==> config.mk <==
export PLATFORM = sky130hd
export DESIGN_NAME = axi_lite_led_responder
export DESIGN_NICKNAME = d
export VERILOG_FILES = /design/src/rtl/axi_lite_led_responder.sv
export SDC_FILE = /design/constraint.sdc
export NUM_CORES = 1
export LEC_CHECK = 0
export BUFFER_PORTS_ARGS = -buffer_cell sky130_fd_sc_hd__buf_2
export CELL_PAD_IN_SITES_DETAIL_PLACEMENT = 0
export CELL_PAD_IN_SITES_GLOBAL_PLACEMENT = 1
export CORE_AREA = 2 2 107 187
export CTS_BUF_LIST = sky130_fd_sc_hd__clkbuf_8
export DETAILED_ROUTE_END_ITERATION = 10
export DIE_AREA = 0 0 109 189
export PLACE_DENSITY = 0.88
export SLEW_MARGIN = 10
export SYNTH_ARGS = -nofsm -noshare
export SYNTH_HDL_FRONTEND = slang
export SYNTH_SLANG_ARGS = --single-unit
==> constraint.sdc <==
create_clock -name clk -period 5 [get_ports clk]
set_clock_uncertainty 0.15 [all_clocks]
set_input_delay 0.75 -clock clk [delete_from_list [all_inputs] [get_ports clk]]
set_output_delay 0.75 -clock clk [all_outputs]
set_load 0.01 [all_outputs]
==> src/rtl/axi_lite_led_responder.sv <==
// AXI4-Lite responder for the LED register window: LED, write counter, scratch, status.
// Includes an LED-write watchdog that raises stale after TIMEOUT_CYCLES idle cycles.
module axi_lite_led_responder #(
    parameter int AXI_ADDR_WIDTH = 32,
    parameter int AXI_DATA_WIDTH = 32,
    parameter int TIMEOUT_CYCLES = 50_000_000
) (
    input  logic                        clk,
    input  logic                        reset,
    input  logic [AXI_ADDR_WIDTH-1:0]   S_AXI_AWADDR,
    input  logic [2:0]                  S_AXI_AWPROT,
    input  logic                        S_AXI_AWVALID,
    output logic                        S_AXI_AWREADY,
    input  logic [AXI_DATA_WIDTH-1:0]   S_AXI_WDATA,
    input  logic [AXI_DATA_WIDTH/8-1:0] S_AXI_WSTRB,
    input  logic                        S_AXI_WVALID,
    output logic                        S_AXI_WREADY,
    output logic [1:0]                  S_AXI_BRESP,
    output logic                        S_AXI_BVALID,
    input  logic                        S_AXI_BREADY,
    input  logic [AXI_ADDR_WIDTH-1:0]   S_AXI_ARADDR,
    input  logic [2:0]                  S_AXI_ARPROT,
    input  logic                        S_AXI_ARVALID,
    output logic                        S_AXI_ARREADY,
    output logic [AXI_DATA_WIDTH-1:0]   S_AXI_RDATA,
    output logic [1:0]                  S_AXI_RRESP,
    output logic                        S_AXI_RVALID,
    input  logic                        S_AXI_RREADY,
    output logic [3:0]                  leds,
    output logic                        stale
);
    localparam int              CW  = $clog2(TIMEOUT_CYCLES + 1);
    localparam logic [CW-1:0]   TMO = CW'(TIMEOUT_CYCLES);
    localparam logic [1:0]      RESP_OKAY   = 2'b00;
    localparam logic [1:0]      RESP_SLVERR = 2'b10;
    localparam int              NB = AXI_DATA_WIDTH / 8;

    logic                      run_q, run_d;
    logic                      aw_cap_q, aw_cap_d;
    logic [1:0]                aw_idx_q, aw_idx_d;
    logic                      w_cap_q, w_cap_d;
    logic [AXI_DATA_WIDTH-1:0] w_data_q, w_data_d;
    logic [NB-1:0]             w_strb_q, w_strb_d;
    logic                      bvalid_q, bvalid_d;
    logic [1:0]                bresp_q, bresp_d;
    logic                      rvalid_q, rvalid_d;
    logic [AXI_DATA_WIDTH-1:0] rdata_q, rdata_d;
    logic [3:0]                led_q, led_d;
    logic [AXI_DATA_WIDTH-1:0] wcount_q, wcount_d;
    logic [AXI_DATA_WIDTH-1:0] scratch_q, scratch_d;
    logic [CW-1:0]             wdog_q, wdog_d;
    logic                      stale_q, stale_d;

    logic aw_hs, w_hs, ar_hs, commit, led_commit;

    // Readies stay low until the first edge after reset so every output is 0 while in reset.
    assign S_AXI_AWREADY = run_q && !aw_cap_q && !bvalid_q;
    assign S_AXI_WREADY  = run_q && !w_cap_q && !bvalid_q;
    assign S_AXI_ARREADY = run_q && !rvalid_q;
    assign S_AXI_BVALID  = bvalid_q;
    assign S_AXI_BRESP   = bresp_q;
    assign S_AXI_RVALID  = rvalid_q;
    assign S_AXI_RDATA   = rdata_q;
    assign S_AXI_RRESP   = RESP_OKAY;
    assign leds          = led_q;
    assign stale         = stale_q;

    assign aw_hs      = S_AXI_AWVALID && S_AXI_AWREADY;
    assign w_hs       = S_AXI_WVALID && S_AXI_WREADY;
    assign ar_hs      = S_AXI_ARVALID && S_AXI_ARREADY;
    assign commit     = aw_cap_q && w_cap_q;
    assign led_commit = commit && (aw_idx_q == 2'd0);

    logic unused_bits;
    assign unused_bits = ^{S_AXI_AWADDR[AXI_ADDR_WIDTH-1:4], S_AXI_AWADDR[1:0],
                           S_AXI_ARADDR[AXI_ADDR_WIDTH-1:4], S_AXI_ARADDR[1:0],
                           S_AXI_AWPROT, S_AXI_ARPROT};

    always_comb begin
        run_d     = 1'b1;
        aw_cap_d  = aw_cap_q;
        aw_idx_d  = aw_idx_q;
        w_cap_d   = w_cap_q;
        w_data_d  = w_data_q;
        w_strb_d  = w_strb_q;
        bvalid_d  = bvalid_q;
        bresp_d   = bresp_q;
        led_d     = led_q;
        wcount_d  = wcount_q;
        scratch_d = scratch_q;

        if (aw_hs) begin
            aw_cap_d = 1'b1;
            aw_idx_d = S_AXI_AWADDR[3:2];
        end
        if (w_hs) begin
            w_cap_d  = 1'b1;
            w_data_d = S_AXI_WDATA;
            w_strb_d = S_AXI_WSTRB;
        end

        if (bvalid_q && S_AXI_BREADY) bvalid_d = 1'b0;

        if (commit) begin
            aw_cap_d = 1'b0;
            w_cap_d  = 1'b0;
            bvalid_d = 1'b1;
            bresp_d  = RESP_OKAY;
            case (aw_idx_q)
                2'd0: begin
                    if (w_strb_q[0]) led_d = w_data_q[3:0];
                    wcount_d = wcount_q + 1'b1;
                end
                2'd2: begin
                    for (int b = 0; b < NB; b++)
                        if (w_strb_q[b]) scratch_d[8*b +: 8] = w_data_q[8*b +: 8];
                end
                default: bresp_d = RESP_SLVERR;
            endcase
        end
    end

    // Read data comes from the _q registers, so a same-edge commit is not visible yet.
    always_comb begin
        rvalid_d = rvalid_q;
        rdata_d  = rdata_q;
        if (rvalid_q && S_AXI_RREADY) rvalid_d = 1'b0;
        if (ar_hs) begin
            rvalid_d = 1'b1;
            case (S_AXI_ARADDR[3:2])
                2'd0:    rdata_d = {{(AXI_DATA_WIDTH-4){1'b0}}, led_q};
                2'd1:    rdata_d = wcount_q;
                2'd2:    rdata_d = scratch_q;
                default: rdata_d = {{(AXI_DATA_WIDTH-1){1'b0}}, stale_q};
            endcase
        end
    end

    always_comb begin
        wdog_d = (wdog_q == TMO) ? wdog_q : wdog_q + 1'b1;
        if (led_commit) wdog_d = '0;
        stale_d = (wdog_d == TMO);
    end

    always_ff @(posedge clk or posedge reset) begin
        if (reset) begin
            run_q     <= 1'b0;
            aw_cap_q  <= 1'b0;
            aw_idx_q  <= '0;
            w_cap_q   <= 1'b0;
            w_data_q  <= '0;
            w_strb_q  <= '0;
            bvalid_q  <= 1'b0;
            bresp_q   <= '0;
            rvalid_q  <= 1'b0;
            rdata_q   <= '0;
            led_q     <= '0;
            wcount_q  <= '0;
            scratch_q <= '0;
            wdog_q    <= '0;
            stale_q   <= 1'b0;
        end else begin
            run_q     <= run_d;
            aw_cap_q  <= aw_cap_d;
            aw_idx_q  <= aw_idx_d;
            w_cap_q   <= w_cap_d;
            w_data_q  <= w_data_d;
            w_strb_q  <= w_strb_d;
            bvalid_q  <= bvalid_d;
            bresp_q   <= bresp_d;
            rvalid_q  <= rvalid_d;
            rdata_q   <= rdata_d;
            led_q     <= led_d;
            wcount_q  <= wcount_d;
            scratch_q <= scratch_d;
            wdog_q    <= wdog_d;
            stale_q   <= stale_d;
        end
    end
endmodule

# Word-level counts from Yosys, hierarchy flattened

Cells that the tools add are included.

Add/subtract/negate cells: 2
Equal/unequal tests: 5
Muxes and demuxes: 12
Reduce and logical (&&, ||, !) cells: 29

Operators by type and width:

| operator                                                              | number |
|---|---|
| 32-bit case mux with 3 select lines                                   | 1 |
| 26-bit equality test, second input constant                           | 2 |
| 26-bit two-way mux                                                    | 2 |
| 32-bit by 1-bit adder with 32-bit output, second input constant       | 1 |
| 26-bit by 1-bit adder with 26-bit output, second input constant       | 1 |
| 3-bit AND reduction                                                   | 5 |
| 1-bit logical AND                                                     | 12 |
| 1-bit two-way mux                                                     | 8 |
| 2-bit nonzero test                                                    | 4 |
| 2-bit equality test, second input constant                            | 2 |
| 1-bit logical NOT                                                     | 4 |
| 2-bit logical NOT                                                     | 2 |
| 2-bit by 1-bit equality test with 1-bit output, second input constant | 1 |
| 2-bit two-way mux                                                     | 1 |
| 2-bit AND reduction                                                   | 1 |
| 2-bit OR reduction                                                    | 1 |

Register bits after elaboration: 172
Input port bits: 113

# Longest topological paths before layout

Word-level depth: 6
Mapped depth: 8
Mapped depth without buffers: 7

# Worst setup path before layout

No wires, ideal clock.

Kind: flip-flop to flip-flop
Start: register wdog_q[1]
End: register stale_q, in the netlist stale
Arrival time: 2.196 ns
Required time: 4.754 ns
Slack: 2.558 ns
Cell stages (with the launch flop): 8
Clock period less this slack: 2.442 ns
Cell sequence: dfrtp_1 > ha_1 > nand4_1 > or4_4 > nor4_1 > o211a_1 > nand4_1 > nor4_2

Cells in the longest elaborated chain, start to end: 4
Elaborated cells between the ends (all ways): 5

Ends and longest elaborated chain:

| what                                                                                    | RTL line | text |
|---|---|---|
| start: declaration                                                                      | 51       | `logic [CW-1:0] wdog_q, wdog_d;` |
| start signal: assignment                                                                | 176      | `wdog_q <= wdog_d;` |
| 26-bit by 1-bit adder with 26-bit output / 26-bit equality test (equally long branches) | 140      | `wdog_d = (wdog_q == TMO) ? wdog_q : wdog_q + 1'b1;` |
| 26-bit two-way mux (*)                                                                  | 140      |  |
| 26-bit two-way mux (*)                                                                  | 141      | `if (led_commit) wdog_d = '0;` |
| 26-bit equality test (*)                                                                | 142      | `stale_d = (wdog_d == TMO);` |
| net stale_d                                                                             | 52       | `logic stale_q, stale_d;` |
| end signal: assignment                                                                  | 177      | `stale_q <= stale_d;` |
| end: declaration                                                                        | 52       |  |

Mark *: on every way through the listed nets, which the timed path passes. The rest lies on a longest branch.
A chain may end at the register's enable or synchronous reset.

# Final worst setup path

Start: register aw_idx_q[0]
End: register wcount_q[28]

Cells in the longest elaborated chain, start to end: 2

Ends and longest elaborated chain:

| what                          | RTL line | text |
|---|---|---|
| start: declaration            | 40       | `logic [1:0] aw_idx_q, aw_idx_d;` |
| start signal: assignment      | 165      | `aw_idx_q <= aw_idx_d;` |
| 2-bit logical NOT             | 109      | `case (aw_idx_q)` |
| 2-bit AND reduction (no line) | --       |  |
| end signal: assignment        | 174      | `wcount_q <= wcount_d;` |
| end: declaration              | 49       | `logic [AXI_DATA_WIDTH-1:0] wcount_q, wcount_d;` |

No other way between the ends.

==> results.toml <==
[status]
status = "complete, no violations"

[global_routing]
grt_pass1_wl_mm = 25.71
overflow = 0
grt_pass1_vias = 5198
grtUsageTotal = 0.1616
grt_max_degree = 172
antenna_found_initial = 3

[yosys]
synth.distinct_cells = 55
synth_edf_count = 0
yosysWarnings = 0
synth-seq-cells = 171
syn-instance-count = 646
synthFlopType = "dfrtp_1"
yosysSeqAreaShare = 0.5688
syn_area_per_cell_sq_um = 11.65
syn-cell-area_sq_mm = 0.007523
synth_async_sr_flop_share = 1.000

[pwr]
vdd_drop_max_mv = 0.1865
power_density_mw_per_mm2 = 433.4
leakagePower_nw = 3.939

[clock_network]
clock_latency_ps = 460
cts_made_buffers = 17
htree_num_levels = 4
clockBufferDepth = 2
cts_tree = "built"
post_cts_resize_count = 0
clk_pin_slew_ps = 80
cts_hold_buf = 0
cts_setup_buffers = 0
clockRootBuffer = "clkbuf_8"
numClockSinks = 171

[setup_path]
critPathLaunch = "aw_idx_q[0]$_DFFE_PP0P_"
cpMaxStageDelayCell = "and4bb_2"
cpPeakStageDelay_ps = 800
crit_type = "reg2reg"
start_kind = "flop"
crit_fanout = 32
reg2reg_to = "wcount_q[28]$_DFFE_PP0P_"
r2r-start = "aw_idx_q[0]$_DFFE_PP0P_"
end_kind = "flop"
path_cells = "and4bb_2 -> nand4_1 -> or2_2 -> nor3_1 -> nand3_1 -> xnor2_1"
critPathRequiredTime_ps = 5180
r2r_cells = 6
worstPathArrival_ps = 3430
regToRegSetupSlack_ps = 1750

[worst_hold_path]
min_path_type = "in2reg"
whs_endpoint = "S_AXI_RVALID$_DFFE_PP0P_"
holdPathStages = 2
hp-start = "S_AXI_RREADY"

[route]
drt_iter0_markers = 228
ant_nets = 0
wirelength_mm = 15.76
drc = 0
viasPerCell = 5.181
dr.pass1.iters = 4
wl_per_cell_microns = 16.02
num_vias = 5098

[timing]
rsz0062_at_grt = "false"
worstMarginPinSlew_ps = 1055
tns_ps = 0
hold_viol = 0
maxSlewHeadroom = 0.2951
fin_crit_ps = 3250
clock.fmax_mhz = 307.7
drv_slew = 0
whs_ps = 321.2
period_share = 0.6501
setup_viol = 0

[cells_and_area]
layout.nets = 845
multi_input_area_sq_mm = 0.003073
fillers = 1765
drive_gt1_frac = 0.3019
seq_area_sq_mm = 0.004279
area_growth_syn_to_layout_pct = 14.10

[floorplan]
ios = 159
die_y_microns = 189
die_x_microns = 109
core_area_sq_mm = 0.01903
std_cell_rows = 67
start_util = 0.3954
die-area_sq_mm = 0.02060

[run]
max_cap_violations = 0

[place]
io_buffers = 89
gp_congestion = 0.8467
dp_hpwl_mm = 11.21
-- metrics by stage --
stage | setup WS (ps) | util | cell area (sq um) | std cells | power, mW
CTS | 1698 | 0.4510 | 8582 | 983 | 3.767
floorplan | 1917 | - | 7535 | 648 | 2.555
finish | 1750 | 0.4511 | 8584 | 984 | 3.721
global route | 1570 | 0.4511 | 8584 | 984 | 3.949
detailed placement | 1703 | 0.4308 | 8198 | 951 | 2.825
global placement | 1725 | 0.4308 | 8198 | 951 | 2.775
-- state kept, by name, summed over array words and instances, names as in the netlist, 2 cells and up --
signal	cells
S_AXI_RDATA	32
scratch_q	32
w_data_q	32
wcount_q	32
wdog_q	26
leds	4
w_strb_q	4
aw_idx_q	2
-- worst max-delay path by stage --
stage                                      end  slack [ps]  cells after the start
global placement      wcount_q[26]$_DFFE_PP0P_        1730                      6
floorplan           S_AXI_BRESP[1]$_DFFE_PP0P_        1920                      1
detailed placement    wcount_q[26]$_DFFE_PP0P_        1700                      6
global route          wcount_q[28]$_DFFE_PP0P_        1570                      6
CTS                   wcount_q[28]$_DFFE_PP0P_        1700                      6
finish                wcount_q[28]$_DFFE_PP0P_        1750                      6
-- final cells by class --
class | instances | area share
Clock inverter | 14 | 0.01589
Antenna cell | 1 | 0.0002915
Clock buffer | 18 | 0.02886
Tap cell | 241 | 0.03513
Sequential cell | 171 | 0.4985
Multi-Input combinational cell | 432 | 0.3580
Inverter | 14 | 0.006559
Timing Repair Buffer | 93 | 0.05684
-- cell usage after synthesis, drive strengths merged (2+ instances only) --
cell type,n,area [sq um]
a21oi,7,38.79
and4,2,17.52
nor3b,3,22.52
ha,3,37.54
buf,11,58.80
or3,5,31.28
and3,8,51.30
nand4,17,121.4
and2,4,25.02
o21ai,38,190.2
nor3,9,61.31
clkbuf,20,76.32
conb,2,7.510
nor2b,9,56.30
xor2,15,131.4
mux2i,6,60.06
inv,14,52.55
or2,5,31.28
xnor2,38,332.8
nor4,6,50.04
a22oi,28,210.2
nand3,22,110.1
nor2,43,161.4
dfrtp,171,4279
o31ai,3,22.52
nand2,60,225.2
mux2,76,855.8
or4,5,50.05
-- metal layers --
metal	wire, microns	GRT usage
met4	690	0.08974
met1	5768	0.1702
met2	8748	0.2950
met3	529	0.02788
met5	27	0
-- where the power goes --
group	internal, mW	switching [mW]	total (mW)	leakage (nW)
registers	1.75	0.262	2.01	2.25
logic	0.422	0.351	0.773	1.50
clock network	0.418	0.519	0.938	0.193
-- logic make-up (layout without fill, tap and decap cells) --
group                    Yosys count  after routing  synth area share
flip-flops                       171            171            0.5688
buffers and inverters             45            139           0.02494
AO/OA/AOI/OAI                     85             85           0.07118
multiplexers                      83             83            0.1247
adder cells (fa/ha/maj)            4              4          0.006320
other                              2              5         0.0009982
AND/OR/NAND/NOR                  203            203            0.1414
XOR/XNOR                          53             53           0.06170
-- critical path, delay by kind of cell (launching register included) --
| kind | cells | cell delay (ps) |
|---|---|---|
| AND/OR/NAND/NOR | 5 | 2380 |
| flip-flops | 1 | 420 |
| XOR/XNOR | 1 | 170 |
-- layout by cell type (no fill, tap or decap), types with 3 or more instances in the layout --
cell type / n
dfrtp_1: 171
buf_2: 89
mux2_2: 76
nand2_1: 59
nor2_1: 43
o21ai_0: 38
xnor2_1: 38
a22oi_1: 28
nand3_1: 22
clkbuf_8: 18
nand4_1: 16
xor2_1: 15
inv_1: 13
and3_1: 7
nor3_1: 7
nor2b_1: 7
mux2i_1: 6
a21oi_1: 6
or2_2: 5
or3_1: 5
inv_6: 5
nor4_1: 4
conb_1: 4
o31ai_1: 3
clkinvlp_4: 3
nor3b_1: 3
and2_1: 3
or4_4: 3
ha_1: 3
clkinv_4: 3
buf_4: 3
Power figures use the tool's default switching activity.
